<file path="src/rtl/fxp8s_pkg.sv">
// fxp8s_pkg: shared fxp8s format, header layout and streamer state definitions.
package fxp8s_pkg;
    localparam int FXP8S_W        = 8;
    localparam int FXP8S_SIGN_BIT = FXP8S_W - 1;
    localparam int FXP8S_MIN      = -(1 << FXP8S_SIGN_BIT);
    localparam int FXP8S_MAX      = (1 << FXP8S_SIGN_BIT) - 1;
    localparam int HDR_MAT_POS    = 31;
    localparam int HDR_ROWS_POS   = 0;
    localparam int HDR_COLS_POS   = 4;
    localparam logic [1:0] DIM    = 2'd3;
    typedef enum logic [2:0] {IDLE, LOAD, EMIT, ROWPAD, MATPAD} state_t;
    // matrix-pad beats needed to fill the remaining rows of a 3x3 frame
    function automatic logic [2:0] mat_pad_len(input logic [1:0] rows);
        return (rows == 2'd1) ? 3'd6 : (rows == 2'd2) ? 3'd3 : 3'd0;
    endfunction
endpackage

</file>
<file path="src/rtl/fxp8s_word_unpacker.sv">
// fxp8s_word_unpacker: 32-bit word buffer presenting one little-endian byte at a time.
module fxp8s_word_unpacker
    import fxp8s_pkg::*;
(
    input  logic               clk,
    input  logic               rst,
    input  logic               load,
    input  logic               adv,
    input  logic [31:0]        word,
    output logic [FXP8S_W-1:0] data,
    output logic               last
);
    logic [31:0] word_q;
    logic [1:0]  idx;
    always_ff @(posedge clk or posedge rst) begin
        if (rst) begin
            word_q <= '0;
            idx    <= '0;
        end else if (load) begin
            word_q <= word;
            idx    <= '0;
        end else if (adv) begin
            idx    <= idx + 2'd1;
        end
    end
    assign data = word_q[idx*FXP8S_W +: FXP8S_W];
    assign last = idx == 2'd3;
endmodule

</file>
<file path="src/rtl/fxp8s_mat_streamer.sv">
// fxp8s_mat_streamer: unpacks host matrix packets into the framed byte stream
// of fxp8s_pe_array, inserting row and matrix pad beats up to a 3x3 frame.
module fxp8s_mat_streamer
    import fxp8s_pkg::*;
#(
    parameter int HDR_MAT_BIT  = HDR_MAT_POS,
    parameter int HDR_ROWS_LSB = HDR_ROWS_POS,
    parameter int HDR_COLS_LSB = HDR_COLS_POS
)(
    input  logic               clk,
    input  logic               rst,
    input  logic               s_valid,
    output logic               s_ready,
    input  logic [31:0]        s_data,
    output logic               en_in_data,
    input  logic               rdy_in_data,
    output logic               in_mat,
    output logic               in_new_row,
    output logic               in_mat_done,
    output logic [FXP8S_W-1:0] in_data,
    output logic               busy,
    output logic               err_hdr
);
    state_t             state, state_n;
    logic [1:0]         r_q, c_q, row, col, r_n, c_n, row_n, col_n;
    logic [2:0]         pad, pad_n;
    logic               refill, refill_n, mat_n, err_n, load, adv, ulast;
    logic [FXP8S_W-1:0] ubyte;
    logic [1:0]         hdr_rows, hdr_cols;
    logic               last_col, last_row;

    assign hdr_rows = s_data[HDR_ROWS_LSB +: 2];
    assign hdr_cols = s_data[HDR_COLS_LSB +: 2];
    assign last_col = col == c_q - 2'd1;
    assign last_row = row == r_q - 2'd1;
    assign adv      = (state == EMIT) & rdy_in_data;

    fxp8s_word_unpacker u_unpack (
        .clk  (clk),
        .rst  (rst),
        .load (load),
        .adv  (adv),
        .word (s_data),
        .data (ubyte),
        .last (ulast)
    );

    always_ff @(posedge clk or posedge rst) begin
        if (rst) begin
            state   <= IDLE;
            in_mat  <= 1'b0;
            r_q     <= '0;
            c_q     <= '0;
            row     <= '0;
            col     <= '0;
            pad     <= '0;
            refill  <= 1'b0;
            err_hdr <= 1'b0;
        end else begin
            state   <= state_n;
            in_mat  <= mat_n;
            r_q     <= r_n;
            c_q     <= c_n;
            row     <= row_n;
            col     <= col_n;
            pad     <= pad_n;
            refill  <= refill_n;
            err_hdr <= err_n;
        end
    end

    always_comb begin
        state_n  = state;
        mat_n    = in_mat;
        r_n      = r_q;
        c_n      = c_q;
        row_n    = row;
        col_n    = col;
        pad_n    = pad;
        refill_n = refill;
        err_n    = 1'b0;
        load     = 1'b0;
        case (state)
            IDLE: if (s_valid) begin
                if (hdr_rows == 2'd0 || hdr_cols == 2'd0) err_n = 1'b1;
                else begin
                    mat_n   = s_data[HDR_MAT_BIT];
                    r_n     = hdr_rows;
                    c_n     = hdr_cols;
                    row_n   = '0;
                    col_n   = '0;
                    state_n = LOAD;
                end
            end
            LOAD: if (s_valid) begin
                load    = 1'b1;
                state_n = EMIT;
            end
            EMIT: if (rdy_in_data) begin
                col_n    = last_col ? 2'd0 : col + 2'd1;
                row_n    = last_col ? row + 2'd1 : row;
                refill_n = ulast;
                // short rows always pad, even after the final element
                if (last_col && c_q != DIM) begin
                    state_n = ROWPAD;
                    pad_n   = {1'b0, DIM} - {1'b0, c_q};
                end else if (last_col && last_row) begin
                    state_n = (r_q == DIM) ? IDLE : MATPAD;
                    pad_n   = mat_pad_len(r_q);
                end else if (ulast) state_n = LOAD;
            end
            ROWPAD: begin
                pad_n = pad - 3'd1;
                if (pad == 3'd1) begin
                    if (row == r_q) begin
                        state_n = (r_q == DIM) ? IDLE : MATPAD;
                        pad_n   = mat_pad_len(r_q);
                    end else state_n = refill ? LOAD : EMIT;
                end
            end
            MATPAD: begin
                pad_n = pad - 3'd1;
                if (pad == 3'd1) state_n = IDLE;
            end
            default: state_n = IDLE;
        endcase
    end

    assign s_ready     = ~rst & (state == IDLE || state == LOAD);
    assign en_in_data  = state == EMIT || state == ROWPAD || state == MATPAD;
    assign in_new_row  = state == ROWPAD;
    assign in_mat_done = state == MATPAD;
    assign in_data     = (state == EMIT) ? ubyte : '0;
    assign busy        = state != IDLE;
endmodule
</file>
<file path="config.mk">
export PLATFORM = sky130hd
export DESIGN_NAME = fxp8s_mat_streamer
export DESIGN_NICKNAME = d
export VERILOG_FILES = /design/src/rtl/fxp8s_pkg.sv /design/src/rtl/fxp8s_word_unpacker.sv /design/src/rtl/fxp8s_mat_streamer.sv
export SDC_FILE = /design/constraint.sdc
export NUM_CORES = 1
export LEC_CHECK = 0
export BUFFER_PORTS_ARGS = -buffer_cell sky130_fd_sc_hd__buf_4
export CAP_MARGIN = 20
export CELL_PAD_IN_SITES_DETAIL_PLACEMENT = 2
export CELL_PAD_IN_SITES_GLOBAL_PLACEMENT = 2
export CORE_ASPECT_RATIO = 0.9
export CORE_MARGIN = 10
export CORE_UTILIZATION = 40
export DETAILED_ROUTE_END_ITERATION = 8
export GPL_TIMING_DRIVEN = 0
export PLACE_DENSITY = 0.93
export SLEW_MARGIN = 20
export SYNTH_ARGS = -nofsm -noshare
export SYNTH_HDL_FRONTEND = slang
export SYNTH_SLANG_ARGS = --single-unit
</file>
<file path="constraint.sdc">
create_clock -name clk -period 3.6 [get_ports clk]
set_clock_uncertainty 0.15 [all_clocks]
set_input_delay 0 -clock clk [delete_from_list [all_inputs] [get_ports clk]]
set_output_delay 0 -clock clk [all_outputs]
set_load 0.05 [all_outputs]
</file>
==> results_dict.tcl, run 1 <==
set metrics [dict create \
    power.share.clock_pct 11.3 \
    outcome "finished clean" \
    synthTopCellsByArea "dfrtp_1, mux2_2, mux4_2" \
    routabilityCongestion 0.784 \
    nets 357 \
    grt_max_degree 35 \
    die_h_um 99.1 \
    die_w_um 108 \
    crit_start "state[0]" \
    firstDrtPassIters 4 \
    path_class "reg2out" \
    hp-class "in2async" \
    syn_avg_cell_area_um2 12.6 \
    drive_gt1_share_pct 41.4 \
    ioPinCount 51 \
    peakVddDrop_v 0.000804 \
    dpl.hpwl_mm 7.13 \
    min_period_ps 2530 \
    first_global_vias 2816 \
    num_rows 28 \
    synth_ff_type "dfrtp_1" \
    p_leak_nw 1.65 \
    drc 0 \
    cts-root-buf "clkbuf_8" \
    final.setup.tns_ps 0 \
    portBuffers 50 \
    core_mm2 0.00666 \
    grt_first_pass_wirelength_mm 19.1 \
    ant_nets 0 \
    vias 2387 \
    syn_to_final_growth_pct 34.7 \
    wl_mm 12.5 \
    sequentialPowerShare_pct 30.2 \
    rsz0062_at_grt "false" \
    antenna_found_initial 0 \
    arrival_ps 2380 \
    ys_ff_latch 51 \
    synth_common_cells "dfrtp_1, mux2_2, inv_1" \
    cts-resized-gates 0 \
    routedWlPerCell_um 30.9 \
    yosysSeqAreaShare_pct 45.8 \
    crit_required_ps 3450 \
    cts_buffers 5 \
    netSwitchingPower_mw 1.79 \
    setup_viol 0 \
    r2r-start "c_q[0]" \
    ys_async_sr_fraction_pct 100 \
    antenna_cells 0 \
    synth_warnings 0 \
    overflow 0 \
    tightest_slew_ps 781 \
    power_density_mw_per_mm2 990 \
    syn-num-nets 264 \
    finalCritPeriodShare_pct 70.3 \
    h-tree-depth 2 \
    max_cap_viol_count 0 \
    cts_tree "built" \
    viasPerCell 5.91 \
    die_area_mm2 0.0107 \
    path_clk_slew_ps 110 \
    grt_use_total_pct 24.0 \
    fmax_mhz 395 \
    maxSlewViolCount 0 \
    start_util_pct 41.8 \
    synth_top_cell_area_share_pct 45.8 \
    synthDistinctLibCells 53 \
    path_max_fanout 10 \
    netlist_area_mm2 0.00278 \
    synth_top_cell_by_area "dfrtp_1" \
    cellInternalPower_mw 1.92 \
    final_util_pct 56.3 \
    postCtsSetupBuffers 0 \
    power_switching_share_pct 48.3 \
    slew_headroom_pct 47.9 \
    end_kind "output port" \
    synth_edf_count 0 \
    clock_path_buffers 2 \
    synth.most_common_cell "dfrtp_1" \
    start_kind "register" \
    syn_inst 221 \
    drt_iter0_markers 199 \
    hold_viol_final 0 \
    power_frac_comb_pct 58.4 \
    cts_sinks 51 \
    insertion_delay_ps 320 \
]
==> layer usage <==
layer	vias up	global-route usage [%]	part of all wire, %
met5	-	0	0
met4	0	10.6	2.9
met3	29	4.84	5.8
met2	111	41.5	54
met1	1255	28.0	37
li1	992	-	-
==> area by class of cell <==
| cell class | count | area, um2 |
|---|---|---|
| Buffer | 11 | 67.6 |
| Clock buffer | 5 | 68.8 |
| Clock inverter | 2 | 37.5 |
| Fill cell | 637 | 2910 |
| Inverter | 11 | 41.3 |
| Multi-Input combinational cell | 148 | 1400 |
| Sequential cell | 51 | 1280 |
| Tap cell | 90 | 113 |
| Timing Repair Buffer | 86 | 746 |
==> cell families after synthesis <==
logic type / Yosys count / synth area share (%)
and+or+nand+nor: 53 / 12.5
xor gates and xnor gates: 6 / 2.43
AOI/OAI and AO/OA: 35 / 10.0
buffers and inverters: 22 / 3.91
DFF: 51 / 45.8
adders and majority gates: 7 / 3.15
muxes: 47 / 22.1
==> registers in the layout (all words and copies together) (netlist names) <==
signal,count
in_mat,1
c_q,2
state,3
row,2
pad,3
u_unpack.idx,2
refill,1
err_hdr,1
u_unpack.word_q,32
col,2
r_q,2
==> placed cells by master (no fill, tap or decap), drive strengths merged, types with 4 or more instances in the layout <==
master       count
buf             61
dfrtp           51
mux2            36
dlygate4sd3     35
inv             11
o21ai           10
nand2            9
nor2b            9
mux4             8
ha               7
nor2             6
nand2b           6
clkbuf           6
xor2             5
a21oi            4
nor3             4
nor3b            4
==> power by group through the flow <==
stage,combinational [mW],sequential [mW],clock (mW)
2_1_floorplan,1.42,1.01,0
3_3_place_gp,1.81,1.03,0
3_5_place_dp,1.95,1.08,0
4_1_cts,2.03,1.08,0.414
5_1_grt,2.28,1.14,0.447
6_report,2.17,1.12,0.421
==> per-stage QoR <==
| stage | instance area, um2 | hold slack [ps] | setup slack, ps | cells | power (mW) |
|---|---|---|---|---|---|
| 6_report | 3750 | 106 | 1070 | 404 | 3.71 |
| 5_1_grt | 3750 | 139 | 1030 | 404 | 3.87 |
| 4_1_cts | 3750 | 104 | 1250 | 404 | 3.52 |
| 3_5_place_dp | 3290 | -108 | 1340 | 362 | 3.04 |
| 3_3_place_gp | 3270 | 83.2 | 1410 | 361 | 2.84 |
| 2_1_floorplan | 2780 | -33.2 | 1490 | 221 | 2.43 |
==> critical path, stage by stage, from the launching register on <==
cell and delay, ps:
dfrtp_1 380, buf_2 200, or3b_1 440, buf_2 200
clkbuf_1 330, nor2b_1 280, buf_4 240
==> path summary, 6_finish.rpt <==
path	endpoint	slack, ps	cells past startpoint
worst max-delay path	in_data[0]	1070	6
worst min-delay path	u_unpack.word_q[31]	110	3
worst max register to register	state[2]	1170	6
worst min register to register	u_unpack.word_q[25]	370	1
max in group asynchronous	u_unpack.word_q[17]	2630	4
min in group clk	u_unpack.word_q[22]	300	3
==> repair_timing <==
item | in CTS | in global routing
hold endpoints to repair | 90 | 0
setup endpoints to repair | 0 | 0
hold buffers | 35 | 0
Note: power is estimated with default switching activity, not from simulation.
==> inputs of run 2 (changes only) <==
--- a/config.mk
+++ b/config.mk
@@ -11,10 +11,10 @@
 export CELL_PAD_IN_SITES_GLOBAL_PLACEMENT = 2
 export CORE_ASPECT_RATIO = 0.9
 export CORE_MARGIN = 10
-export CORE_UTILIZATION = 40
+export CORE_UTILIZATION = 34
 export DETAILED_ROUTE_END_ITERATION = 8
 export GPL_TIMING_DRIVEN = 0
-export PLACE_DENSITY = 0.93
+export PLACE_DENSITY = 0.84
 export SLEW_MARGIN = 20
 export SYNTH_ARGS = -nofsm -noshare
 export SYNTH_HDL_FRONTEND = slang
==> constraint.sdc (replaced) <==
create_clock -name clk -period 2.2 [get_ports clk]
set_clock_uncertainty 0.15 [all_clocks]
set_input_delay 0 -clock clk [delete_from_list [all_inputs] [get_ports clk]]
set_output_delay 0 -clock clk [all_outputs]
set_load 0.05 [all_outputs]
==> results_dict.tcl, run 2 (synthesized netlist as in run 1, its figures left out) <==
set metrics [dict create \
    path_class "reg2out" \
    drive_gt1_share_pct 45.1 \
    fillCellCount 771 \
    path_max_fanout 10 \
    antenna_cells 0 \
    crit_start "state[0]" \
    final_cells 418 \
    firstDrtPassIters 4 \
    fmax_mhz 468 \
    final_cell_area_mm2 0.00388 \
    ioPinCount 51 \
    die_w_um 115 \
    wl_mm 9.67 \
    endpoint "in_data[5]" \
    hold_viol_final 0 \
    p_leak_nw 1.69 \
    dpl.hpwl_mm 6.13 \
    nets 361 \
    outcome "finished clean" \
    insertion_delay_ps 310 \
    r2r_slack_ps 100 \
    start_kind "register" \
    die_h_um 106 \
    r2r-start "c_q[1]" \
    clock_path_buffers 2 \
    grt_max_degree 30 \
    grt_first_pass_wirelength_mm 15.4 \
    h-tree-depth 2 \
    vias 2199 \
    final_common_cell "buf_4" \
    largest_reg_flops 32 \
    most-common-layout-cells "buf_4, dfrtp_1, mux2_2" \
    whs_ps 235 \
    dp_slack_ps -77.8 \
    cts_sinks 51 \
    die_area_mm2 0.0122 \
    first_global_vias 2634 \
    antenna_found_initial 0 \
    crit_required_ps 2050 \
    end_kind "output port" \
    setup_ws_ps 64.4 \
    power_density_mw_per_mm2 1510 \
    setup_viol 0 \
    portBuffers 50 \
    start_util_pct 34.7 \
    drc 0 \
    routedWlPerCell_um 23.1 \
    cts_tree "built" \
    cts-root-buf "clkbuf_8" \
    path_clk_slew_ps 110 \
    max_cap_viol_count 0 \
    peakVddDrop_v 0.000650 \
    overflow 0 \
    tightest_slew_ps 721 \
    reg_top3 "u_unpack.word_q: 32 flops, pad: 3 flops, state: 3 flops" \
    placed_area_mm2 0.00331 \
    routabilityCongestion 0.800 \
    cts_buffers 5 \
    num_rows 31 \
    hp-class "in2async" \
    grt_use_total_pct 16.1 \
    final.setup.tns_ps 0 \
    syn_to_final_growth_pct 39.5 \
    ant_nets 0 \
    viasPerCell 5.26 \
    slew_headroom_pct 51.9 \
    top_register "u_unpack.word_q" \
    dpl.cell_count 371 \
    core_mm2 0.00803 \
    finalCritPeriodShare_pct 97.1 \
    drt_iter0_markers 77 \
    min_period_ps 2140 \
    maxSlewViolCount 0 \
    reg2reg_to "state[2]" \
    r2r_cells 6 \
    arrival_ps 1990 \
]
## run 2: cell types whose count changed in the layout (fill, tap and decap cells not counted), moves of 2 or more
cell     before  now
buf_6         0    6
nor2b_1       9    4
nor2b_2       0    3
ha_4          0    2
nor2b_4       0    2
ha_1          7    5
## run 2: timing repair
action,in CTS,in global routing
gates resized for setup,8,16
hold buffers,35,0
hold endpoints to repair,67,0
endpoints found under the setup margin,40,14
pin swaps,2,1
buffers inserted,0,4
## run 2: worst min path at each step
stage / from / end / slack [ps] / cells after the start
floorplan: s_data[0] / r_q[0] / -30 / 2
global placement: s_data[1] / r_q[1] / 80 / 3
detailed placement: rst / err_hdr / 30 / 2
CTS: rst / u_unpack.word_q[7] / 260 / 3
global route: rst / state[0] / 290 / 3
finish: rst / col[1] / 230 / 3
## run 2: metrics by stage
step | power (mW) | util (%)
final | 5.86 | 48.4
after global routing | 6.25 | 48.4
after CTS | 5.59 | 47.2
after detailed placement | 4.85 | 41.2
after global placement | 4.66 | 40.9
after floorplan | 3.98 | -
## run 2: per-layer routing
layer	global-route usage, %	share of wire (%)	routed length (um)	up-vias
met5	0	0	0	-
met4	2.35	0.55	53	0
met3	3.23	3.4	326	8
met2	30.3	54	5250	45
met1	18.6	42	4050	1148
li1	-	-	-	998
## run 2: report_power, final
part | total (mW) | internal (mW) | switching, mW
combinational | 3.56 | 1.61 | 1.95
sequential | 1.74 | 1.39 | 0.342
clock | 0.566 | 0.230 | 0.336
## run 2: cell type report
class / instances / area [um2] / area share, %
repair buffers: 90 / 802 / 20.7
clock buffers: 6 / 72.6 / 1.87
clock inverters: 2 / 16.3 / 0.419
plain buffers: 11 / 75.1 / 1.93
flip-flops and latches: 51 / 1280 / 32.9
well taps: 99 / 124 / 3.19
inverters: 11 / 41.3 / 1.06
multi-input cells: 148 / 1470 / 38.0
## run 2: critical path, stage by stage, from the launching register on
cell and delay (ps):
dfrtp_1 370, buf_2 190, or3b_1 380, buf_2 180, buf_6 170, nor2b_1 160, buf_4 230
